**config.mk**
```make
export PLATFORM = sky130hd
export DESIGN_NAME = chan_pkt_framer_flat
export DESIGN_NICKNAME = d
export VERILOG_FILES = /design/src/rtl/chan_pkt_framer_if.sv /design/src/rtl/chan_pkt_framer.sv /design/src/flat_wrapper.sv
export SDC_FILE = /design/constraint.sdc
export NUM_CORES = 2
export LEC_CHECK = 0
export CAP_MARGIN = 0
export CORE_MARGIN = 5
export CORE_UTILIZATION = 25
export CTS_CLUSTER_DIAMETER = 80
export DETAILED_ROUTE_END_ITERATION = 16
export PLACE_DENSITY = 0.38
export REMOVE_ABC_BUFFERS = 1
export SLEW_MARGIN = 20
export SYNTH_ARGS = -nofsm -noshare
export SYNTH_HDL_FRONTEND = slang
export SYNTH_SLANG_ARGS = --single-unit
```
**constraint.sdc**
```tcl
create_clock -name clk20 -period 4 [get_ports clk20]
set_clock_uncertainty 0.2 [all_clocks]
set_input_delay 0.8 -clock clk20 [delete_from_list [all_inputs] [get_ports clk20]]
set_output_delay 0.8 -clock clk20 [all_outputs]
set_load 0.1 [all_outputs]
```
**src/rtl/chan_pkt_framer_if.sv**
```systemverilog
// Packet output stream of chan_pkt_framer: valid/ready word stream with sop/eop markers.
interface chan_pkt_framer_if #(
  parameter int unsigned DATA_W = 16
);
  logic [DATA_W-1:0] pkt_data;
  logic              pkt_valid;
  logic              pkt_rdy;
  logic              pkt_sop;
  logic              pkt_eop;

  modport master (output pkt_data, pkt_valid, pkt_sop, pkt_eop, input pkt_rdy);
  modport slave  (input pkt_data, pkt_valid, pkt_sop, pkt_eop, output pkt_rdy);
endinterface

```
**src/rtl/chan_pkt_framer.sv**
```systemverilog
// Buffers one channel's words and emits them as a header-led packet.
// Define CHAN_PKT_CSUM_EN to append a modulo-2^DATA_W checksum tail word.
module chan_pkt_framer #(
  parameter int unsigned DATA_W = 16,
  parameter int unsigned DEPTH  = 256,
  parameter int unsigned AW     = $clog2(DEPTH)
) (
  input  logic              clk20,
  input  logic              res,
  input  logic [DATA_W-1:0] data_in,
  input  logic              data_valid,
  input  logic              chan_cmpl,
  input  logic [3:0]        chan_id,
  chan_pkt_framer_if.master pkt,
  output logic              ovf,
  output logic              busy_drop
);
  localparam int unsigned   CW   = AW + 1;
  localparam logic [CW-1:0] FULL = CW'(DEPTH);
`ifdef CHAN_PKT_CSUM_EN
  localparam logic DATA_EOP = 1'b0;
`else
  localparam logic DATA_EOP = 1'b1;
`endif

  typedef enum logic [2:0] {
    IDLE, COLLECT, HDR, DATA
`ifdef CHAN_PKT_CSUM_EN
    , TAIL
`endif
  } state_t;

  state_t            state;
  logic              chan_cmpl_d;
  logic [3:0]        id_q;
  logic [CW-1:0]     count;
  logic [CW-1:0]     left;
  logic [AW-1:0]     wr_ptr;
  logic [AW-1:0]     rd_ptr;
  logic [DATA_W-1:0] data_q;
  logic              valid_q;
  logic              sop_q;
  logic              eop_q;
  logic [DATA_W-1:0] mem [DEPTH];
`ifdef CHAN_PKT_CSUM_EN
  logic [DATA_W-1:0] csum;
`endif

  logic              fall, rise, start, full, xfer, wr_en;
  logic [AW-1:0]     wr_addr;
  logic [DATA_W-1:0] header;

  assign fall    = chan_cmpl_d & ~chan_cmpl;
  assign rise    = ~chan_cmpl_d & chan_cmpl;
  assign start   = fall & ((state == IDLE) | (state == COLLECT));
  assign full    = (count == FULL);
  assign xfer    = valid_q & pkt.pkt_rdy;
  // A word arriving on the start cycle itself lands at address 0.
  assign wr_en   = data_valid & (start | ((state == COLLECT) & ~full & ~rise));
  assign wr_addr = start ? '0 : wr_ptr;
  assign header  = {id_q, {(DATA_W-12){1'b0}}, count[7:0]};

  assign pkt.pkt_data  = data_q;
  assign pkt.pkt_valid = valid_q;
  assign pkt.pkt_sop   = sop_q;
  assign pkt.pkt_eop   = eop_q;

  always_ff @(posedge clk20) begin
    if (wr_en) mem[wr_addr] <= data_in;
  end

  always_ff @(posedge clk20 or posedge res) begin
    if (res) begin
      state       <= IDLE;
      chan_cmpl_d <= 1'b1;
      id_q        <= '0;
      count       <= '0;
      left        <= '0;
      wr_ptr      <= '0;
      rd_ptr      <= '0;
      data_q      <= '0;
      valid_q     <= 1'b0;
      sop_q       <= 1'b0;
      eop_q       <= 1'b0;
      ovf         <= 1'b0;
      busy_drop   <= 1'b0;
`ifdef CHAN_PKT_CSUM_EN
      csum        <= '0;
`endif
    end else begin
      chan_cmpl_d <= chan_cmpl;
      busy_drop   <= fall & ~start;
      case (state)
        IDLE, COLLECT: begin
          if (start) begin
            state  <= COLLECT;
            id_q   <= chan_id;
            ovf    <= 1'b0;
            count  <= data_valid ? CW'(1) : '0;
            wr_ptr <= data_valid ? AW'(1) : '0;
            rd_ptr <= '0;
          end else if (state == COLLECT) begin
            if (rise) begin
              state <= HDR;
            end else if (data_valid) begin
              if (full) begin
                ovf <= 1'b1;
              end else begin
                wr_ptr <= wr_ptr + AW'(1);
                count  <= count + CW'(1);
              end
            end
          end
        end
        HDR: begin
          // First HDR cycle loads the header; the buffer read for word 0 follows on transfer.
          if (!valid_q) begin
            valid_q <= 1'b1;
            sop_q   <= 1'b1;
            data_q  <= header;
            eop_q   <= DATA_EOP & (count == '0);
`ifdef CHAN_PKT_CSUM_EN
            csum    <= '0;
`endif
          end else if (xfer) begin
            sop_q <= 1'b0;
`ifdef CHAN_PKT_CSUM_EN
            csum  <= csum + data_q;
`endif
            if (count == '0) begin
`ifdef CHAN_PKT_CSUM_EN
              state  <= TAIL;
              data_q <= csum + data_q;
              eop_q  <= 1'b1;
`else
              state   <= IDLE;
              valid_q <= 1'b0;
              eop_q   <= 1'b0;
`endif
            end else begin
              state  <= DATA;
              data_q <= mem[rd_ptr];
              rd_ptr <= rd_ptr + AW'(1);
              left   <= count - CW'(1);
              eop_q  <= DATA_EOP & (count == CW'(1));
            end
          end
        end
        DATA: begin
          if (xfer) begin
`ifdef CHAN_PKT_CSUM_EN
            csum <= csum + data_q;
`endif
            if (left == '0) begin
`ifdef CHAN_PKT_CSUM_EN
              state  <= TAIL;
              data_q <= csum + data_q;
              eop_q  <= 1'b1;
`else
              state   <= IDLE;
              valid_q <= 1'b0;
              eop_q   <= 1'b0;
`endif
            end else begin
              data_q <= mem[rd_ptr];
              rd_ptr <= rd_ptr + AW'(1);
              left   <= left - CW'(1);
              eop_q  <= DATA_EOP & (left == CW'(1));
            end
          end
        end
`ifdef CHAN_PKT_CSUM_EN
        TAIL: begin
          if (xfer) begin
            state   <= IDLE;
            valid_q <= 1'b0;
            eop_q   <= 1'b0;
          end
        end
`endif
        default: state <= IDLE;
      endcase
    end
  end
endmodule
```
**src/flat_wrapper.sv**
```systemverilog
// flat-port wrapper written by rule: the top's interface ports become plain ports
module chan_pkt_framer_flat 
#(
  parameter int unsigned DATA_W = 16,
  parameter int unsigned DEPTH  = 256,
  parameter int unsigned AW     = $clog2(DEPTH)
)
  (clk20, res, data_in, data_valid, chan_cmpl, chan_id, ovf, busy_drop, pkt_pkt_data, pkt_pkt_valid, pkt_pkt_sop, pkt_pkt_eop, pkt_pkt_rdy);
  chan_pkt_framer_if #(.DATA_W(DATA_W)) pkt_i ();
  input  logic clk20;
  input  logic res;
  input  logic [DATA_W-1:0] data_in;
  input  logic data_valid;
  input  logic chan_cmpl;
  input  logic [3:0] chan_id;
  output logic ovf;
  output logic busy_drop;
  output wire logic [$bits(pkt_i.pkt_data)-1:0] pkt_pkt_data;
  output wire logic [$bits(pkt_i.pkt_valid)-1:0] pkt_pkt_valid;
  output wire logic [$bits(pkt_i.pkt_sop)-1:0] pkt_pkt_sop;
  output wire logic [$bits(pkt_i.pkt_eop)-1:0] pkt_pkt_eop;
  input wire logic [$bits(pkt_i.pkt_rdy)-1:0] pkt_pkt_rdy;
  assign pkt_pkt_data = pkt_i.pkt_data;
  assign pkt_pkt_valid = pkt_i.pkt_valid;
  assign pkt_pkt_sop = pkt_i.pkt_sop;
  assign pkt_pkt_eop = pkt_i.pkt_eop;
  assign pkt_i.pkt_rdy = pkt_pkt_rdy;
  chan_pkt_framer #(.DATA_W(DATA_W), .DEPTH(DEPTH), .AW(AW)) u_core (.clk20(clk20), .res(res), .data_in(data_in), .data_valid(data_valid), .chan_cmpl(chan_cmpl), .chan_id(chan_id), .pkt(pkt_i), .ovf(ovf), .busy_drop(busy_drop));
endmodule
```
=== Yosys cells after proc, flatten, opt, wreduce, memory -nomap -nowiden ===
Memory sizes are Yosys's and may differ from the RTL's.
Index checks and enable logic that the tools add are counted.
Widths: inputs -> output; s select.

* Register bits: 63
* RAM bits: 4096
* Input port bits: 25
* Output and inout port bits: 21
* Word-level logic and storage cells: 135
* Memories kept: 1

* $add $sub $neg: 5
* Eq/ne operators: 20
* Muxes and demuxes: 62
* Bitwise operators: 15
* Reduce and logical (&&, ||, !) cells: 19

{| class="wikitable"
|+ Memory list
! name !! depth !! width !! read ports !! clocked after memory_dff !! write ports !! line !! text
|-
| u_core.mem || 256 || 16 || 1 || 0 || 1 || chan_pkt_framer.sv:44 || <nowiki>logic [DATA_W-1:0] mem [DEPTH];</nowiki>
|}

{| class="wikitable"
|+ Operators by type and width
! kind !! number
|-
| $mux 8 || 12
|-
| $mux 9 || 10
|-
| $mux 16 || 5
|-
| $pmux 16 s2 || 1
|-
| $pmux 8 s3 || 1
|-
| $mux 1 || 21
|-
| $mux 3 || 7
|-
| $eq 9x1->1 const B || 2
|-
| $logic_not 9->1 || 2
|-
| $pmux 9 s2 || 1
|-
| $sub 9x1->9 const B || 2
|-
| $add 8x1->8 const B || 2
|-
| $reduce_and 5->1 || 3
|-
| $ne 2x1->1 const B || 6
|-
| $reduce_and 6->1 || 2
|-
| $add 9x1->9 const B || 1
|-
| $eq 9x9->1 const B || 1
|-
| $pmux 3 s3 || 1
|-
| $and 1x1->1 || 8
|-
| $ne 2x2->1 const B || 4
|-
| $reduce_bool 2->1 || 4
|-
| $reduce_and 7->1 || 1
|-
| $eq 3x2->1 const B || 2
|-
| $ne 3x1->1 const B || 2
|-
| other kinds (11) || 20
|}

=== Longest topological paths before layout ===
* Word-level depth: 8
* Depth in mapped cells: 13
* Gate-level depth less buffers: 9

=== Least setup slack after synthesis ===
No wires, ideal clock.

* Kind: input to register
* Start point: input chan_cmpl
* End point: memory u_core.mem[234][0] (enable)
* Setup time: 0.388 ns
* Arrival time: 3.033 ns
* Required time: 3.412 ns
* Slack: 0.379 ns
* Stages: 9
* Buffers on the path: 3
* Path through: nor2b_1 nor2b_1 clkbuf_1 nand2_1 nand2_1 clkbuf_1 nand3_1 buf_2 nor2_1

* Word-level cells in the longest chain between the ends: 7
* Elaborated cells between the ends (all ways): 11
* Those cells by class: mux: 3; bitwise: 8

{| class="wikitable"
|+ RTL lines
! what !! line !! text
|-
| from (decl) || flat_wrapper.sv:14 || <nowiki>input logic chan_cmpl;</nowiki>
|-
| $not 1->1 or $and 1x1->1 (tied branches) || chan_pkt_framer.sv:53, chan_pkt_framer.sv:54 ||
|-
| $and 1x1->1 or $not 1->1 (tied branches) || chan_pkt_framer.sv:53, chan_pkt_framer.sv:59 ||
|-
| $and 1x1->1 (on tied branches) || chan_pkt_framer.sv:55, chan_pkt_framer.sv:59 ||
|-
| $or 1x1->1 || chan_pkt_framer.sv:59 || <nowiki>assign wr_en = data_valid & (start | ((state == COLLECT) & ~full & ~rise));</nowiki>
|-
| $and 1x1->1 || chan_pkt_framer.sv:59 ||
|-
| $mux 1 || chan_pkt_framer.sv:69 || <nowiki>if (wr_en) mem[wr_addr] <= data_in;</nowiki>
|-
| $mux 1 (not written as such) || chan_pkt_framer.sv:69 ||
|-
| to (decl) || chan_pkt_framer.sv:44 ||
|}

Several ways; a longest one is shown, not always the timed one.

=== Worst setup path after layout ===
* Start point: register u_core.rd_ptr[0]
* End point: register u_core.data_q[15] (netlist: u_core.pkt.pkt_data[15])

* Word-level cells in the longest chain between the ends: 5
* Elaborated cells between the ends (all ways): 7
* Those cells by class: mux: 6; memory: 1

{| class="wikitable"
|+ RTL lines
! what !! line !! text
|-
| from (decl) || chan_pkt_framer.sv:39 || <nowiki>logic [AW-1:0] rd_ptr;</nowiki>
|-
| from (signal assigned) || chan_pkt_framer.sv:143 || <nowiki>rd_ptr <= rd_ptr + AW'(1);</nowiki>
|-
| from (signal assigned) || chan_pkt_framer.sv:166 || <nowiki>rd_ptr <= rd_ptr + AW'(1);</nowiki>
|-
| $mem_v2 256x16 (*) || n/a ||
|-
| $mux 16 || chan_pkt_framer.sv:130 || <nowiki>if (count == '0) begin</nowiki>
|-
| $mux 16 || chan_pkt_framer.sv:125 || <nowiki>end else if (xfer) begin</nowiki>
|-
| $mux 16 || chan_pkt_framer.sv:117 || <nowiki>if (!valid_q) begin</nowiki>
|-
| $pmux 16 s2 (*) || chan_pkt_framer.sv:93 || <nowiki>case (state)</nowiki>
|-
| to (signal assigned) || chan_pkt_framer.sv:120 || <nowiki>data_q <= header;</nowiki>
|-
| to (signal assigned) || chan_pkt_framer.sv:142 || <nowiki>data_q <= mem[rd_ptr];</nowiki>
|-
| to (signal assigned) || chan_pkt_framer.sv:165 || <nowiki>data_q <= mem[rd_ptr];</nowiki>
|-
| to (decl) || chan_pkt_framer.sv:40 || <nowiki>logic [DATA_W-1:0] data_q;</nowiki>
|}

Every way passes the cells marked *; elsewhere a longest branch is shown, timed or not. The select of a mux whose other input is x is not followed.
A chain may end at the register's enable or synchronous reset.

==> run summary <==
Asr flop ratio synth = 1.49%
FMAX = 252 MHz
Vias per inst = 4.68
Hold Path Sink = u_core.mem[207][2]
Actual transition at the worst max-transition pin = 1.07 ns
Worst r2r dst = u_core.pkt.pkt_data[15]
Global placement routability congestion = 0.808
Avg Inst Size Synth = 22.6 sq um
Post-synth EDFFs = 4096
Top cell by count, worst path = buf_4
Post-route ant nets = 0
Area grow syn2layout = 22.7%
Ys Warns = 0
GR Util All Layers = 16.4%
Sequential share of the synthesized area = 77.4%
Critical path type = flop to flop
R2r worst-path depth = 13
CTS buffer count = 447
Worst endpoint required time = 4.75 ns
CTS Buffer Depth = 4
Mux cell area share after synthesis = 16.9%
Startpoint class of the critical path = flop
Port Buf Inserts = 45
Relative slew margins = 28.1%
R2r setup slk = 0.03 ns
Vias in the first global route = 82500
Initial antenna violation count = 41
Finished layout cell area = 0.197 sq mm
WL per Instance = 32.3 um
Adder-cell share of the synthesized area = 0.0622%
Top_reg_cell synth = edfxtp_1
TritonCTS clock tree = built
Max VDD drop = 0.386 mV
Die Height = 812 um
Initial Util = 25.1%
Crit-path max cell delay = 0.62 ns
TritonRoute pass-1 iters = 6
Final setup vio count = 0
Wirelength, routed = 552000 um
Crit Path Max Fanout = 16
Hold WC Path Type = input pin to flop
Clock Pin Slew Worst Setup and Hold Paths = 0.06 ns
Die W = 812 um
Largest family of logic cells by synthesized area = multiplexers
Arrival @ worst endpoint = 4.72 ns
Clock H-tree levels = 5
Register bit total from synthesis = 4158
Final Cycle Share = 99.4%
Post-Syn Area = 0.161 sq mm
Crit-path leading delay family = compound AO/OA/AOI/OAI gates
Final Hold Vio Count = 0
Worst-Skew Late Latency = 1.05 ns
# clock sinks = 4158
Simple-gate share of the synthesized area = 1.95%
Hold-critical path depth = 1
Placed instance area = 0.182 sq mm
HP Start = data_in[2]
Reg power frac = 40.4%
Synth Area in Compound Gates = 1.95%
Worst Slack Setup Final = 0.0250 ns
Row Count = 294
Clk pwr share = 34.4%
Pleak = 60.0 nW
Pin count of the biggest net entering global routing = 93
Post-Synthesis Cells = 7128
Core Footprint = 0.641 sq mm
Worst path buffer plus inverter count = 6
Number of distinct library cells after synthesis = 78
DP Wirelength = 354000 um
DR vias = 79900
RSZ-0062 raised after global routing = yes
Comb pwr share = 25.3%
Root Buffer Master = clkbuf_16
P_int = 85.2 mW
Die area = 0.659 sq mm
Sw frac = 29.5%
PD cells = 612 mW/mm^2
Initial DRC Count = 8046
Share of cells above drive strength 1 = 35.6%
Total Power = 121 mW
Top Ports = 46
Setup WS pre-CTS = -0.691 ns
Slowest CP cell = o41ai_4
DRC = 0
Reg-to-Reg Start = u_core.rd_ptr[0]
Crit-path cells = buf_4, buf_12, buf_16, buf_12, mux4_2, mux2i_4, o22ai_2, o41ai_4, buf_4, a22o_1, buf_4, o311ai_1, a22o_1
Crit end category = flop
Psw = 35.6 mW
MaxCap Viol Count = 0
Tmin final = 3.97 ns
First-pass GRT wire length = 747000 um
GR Overflow Total = 0
Nets = 8136
Post-Synth XOR/XNOR Area = 0.142%
Status = completed
Final max-slew violation count = 0
Fillers = 61400
registers in the layout, indices dropped and copies added, names as in the netlist, 2 cells and up:
| name | count |
|---|---|
| u_core.count | 9 |
| u_core.wr_ptr | 8 |
| u_core.state | 2 |
| u_core.mem | 4096 |
| u_core.id_q | 4 |
| u_core.left | 9 |
| u_core.rd_ptr | 8 |
| u_core.pkt.pkt_data | 16 |
logic make-up after synthesis:
group	Yosys count
buffers and inverters	436
muxes	1338
AOI/OAI and AO/OA	446
and+or+nand+nor	716
DFF	4158
adders and majority gates	8
xor gates and xnor gates	26
cells in the final DEF, fill, tap and decap left out, drive strengths merged, types with 61 or more instances in the layout:
master	Yosys	routed
nand2	158	158
a21oi	79	79
nand3	70	70
buf	278	922
mux2i	216	216
dfrtp	61	61
nor2	347	347
clkinv	0	212
clkbuf	137	548
edfxtp	4096	4096
o21ai	62	62
mux4	1104	1104
cells in the mapped netlist (10+ instances only):
master / number / share of area [%]
edfxtp_1: 4096 / 76
mux4_2: 1104 / 15
nor2_1: 347 / 0.81
mux2i_1: 216 / 1.3
nand2_1: 158 / 0.37
clkbuf_1: 137 / 0.32
buf_2: 132 / 0.41
a21oi_1: 79 / 0.25
nand3_1: 70 / 0.22
dfrtp_1: 61 / 0.95
buf_6: 55 / 0.39
o21ai_0: 54 / 0.17
buf_4: 53 / 0.25
a22oi_1: 49 / 0.23
o22ai_1: 46 / 0.18
buf_1: 35 / 0.082
o221ai_1: 32 / 0.17
a211oi_1: 29 / 0.14
a221oi_1: 26 / 0.14
nor3_1: 25 / 0.078
inv_1: 19 / 0.044
nor2b_1: 19 / 0.074
a22o_1: 18 / 0.098
mux2_2: 18 / 0.13
and2_1: 17 / 0.066
nand4_1: 16 / 0.062
nand2b_1: 15 / 0.058
xor2_1: 14 / 0.076
a31oi_1: 13 / 0.051
o211ai_1: 13 / 0.061
xnor2_1: 12 / 0.065
a2111oi_0: 10 / 0.054
and3_1: 10 / 0.039
cell type report:
cell class | count | area (sq um) | share of cell area (%)
multi-input cells | 2534 | 34800 | 17.6
flip-flops and latches | 4158 | 125000 | 63.1
inverters | 21 | 90.1 | 0.0456
clock buffers | 547 | 11700 | 5.94
well taps | 8584 | 10700 | 5.44
diodes | 19 | 47.5 | 0.0241
clock inverters | 283 | 2870 | 1.45
repair buffers | 941 | 12500 | 6.35
what timing repair did:
| action | CTS | global route |
|---|---|---|
| gates resized for setup | 26 | 32 |
| endpoints found under the hold margin | 156 | 0 |
| gates cloned | 1 | 1 |
| buffers inserted | 4 | 5 |
| hold buffers | 9 | 0 |
| pin swaps | 4 | 5 |
| endpoints found under the setup margin | 9 | 12 |
routing by layer:
layer / global-route usage (%) / vias up / routed length, um
li1: - / 32300 / -
met1: 23.1 / 44600 / 246000
met2: 27.3 / 2394 / 267000
met3: 1.86 / 622 / 25300
met4: 3.55 / 2 / 13000
met5: 0 / - / 13
power by group through the flow:
stage,Clock (mW),Sequential [mW],Combinational [mW]
2_1_floorplan,0,50.5,8.55
3_3_place_gp,0,49.7,30.9
3_5_place_dp,0,49.7,30.9
4_1_cts,42.7,48.7,31.2
5_1_grt,44.5,48.8,32.0
6_report,41.5,48.8,30.5
worst max path at each step:
| stage | from | end | slack (ns) | cells after the start |
|---|---|---|---|---|
| floorplan | u_core.rd_ptr[0] | u_core.pkt.pkt_data[15] | -46.01 | 7 |
| global placement | u_core.rd_ptr[0] | u_core.pkt.pkt_data[15] | -0.95 | 12 |
| detailed placement | u_core.rd_ptr[0] | u_core.pkt.pkt_data[10] | -0.69 | 11 |
| CTS | u_core.rd_ptr[0] | u_core.pkt.pkt_data[12] | -0.008 | 10 |
| global route | u_core.rd_ptr[0] | u_core.pkt.pkt_data[0] | -0.009 | 12 |
| finish | u_core.rd_ptr[0] | u_core.pkt.pkt_data[15] | 0.03 | 13 |
metrics by stage:
stage	std cells	TNS, ns	hold slack [ns]	utilization [%]
6_report	17100	0	0.0806	30.8
5_1_grt	17100	-0.00862	0.0585	30.8
4_1_cts	17100	-0.00809	0.00403	30.7
3_5_place_dp	16200	-2.46	0.268	28.4
3_3_place_gp	16200	-3.43	0.280	28.4
2_1_floorplan	6713	-2486.05	0.246	-
(Power assumes the default switching activity.)
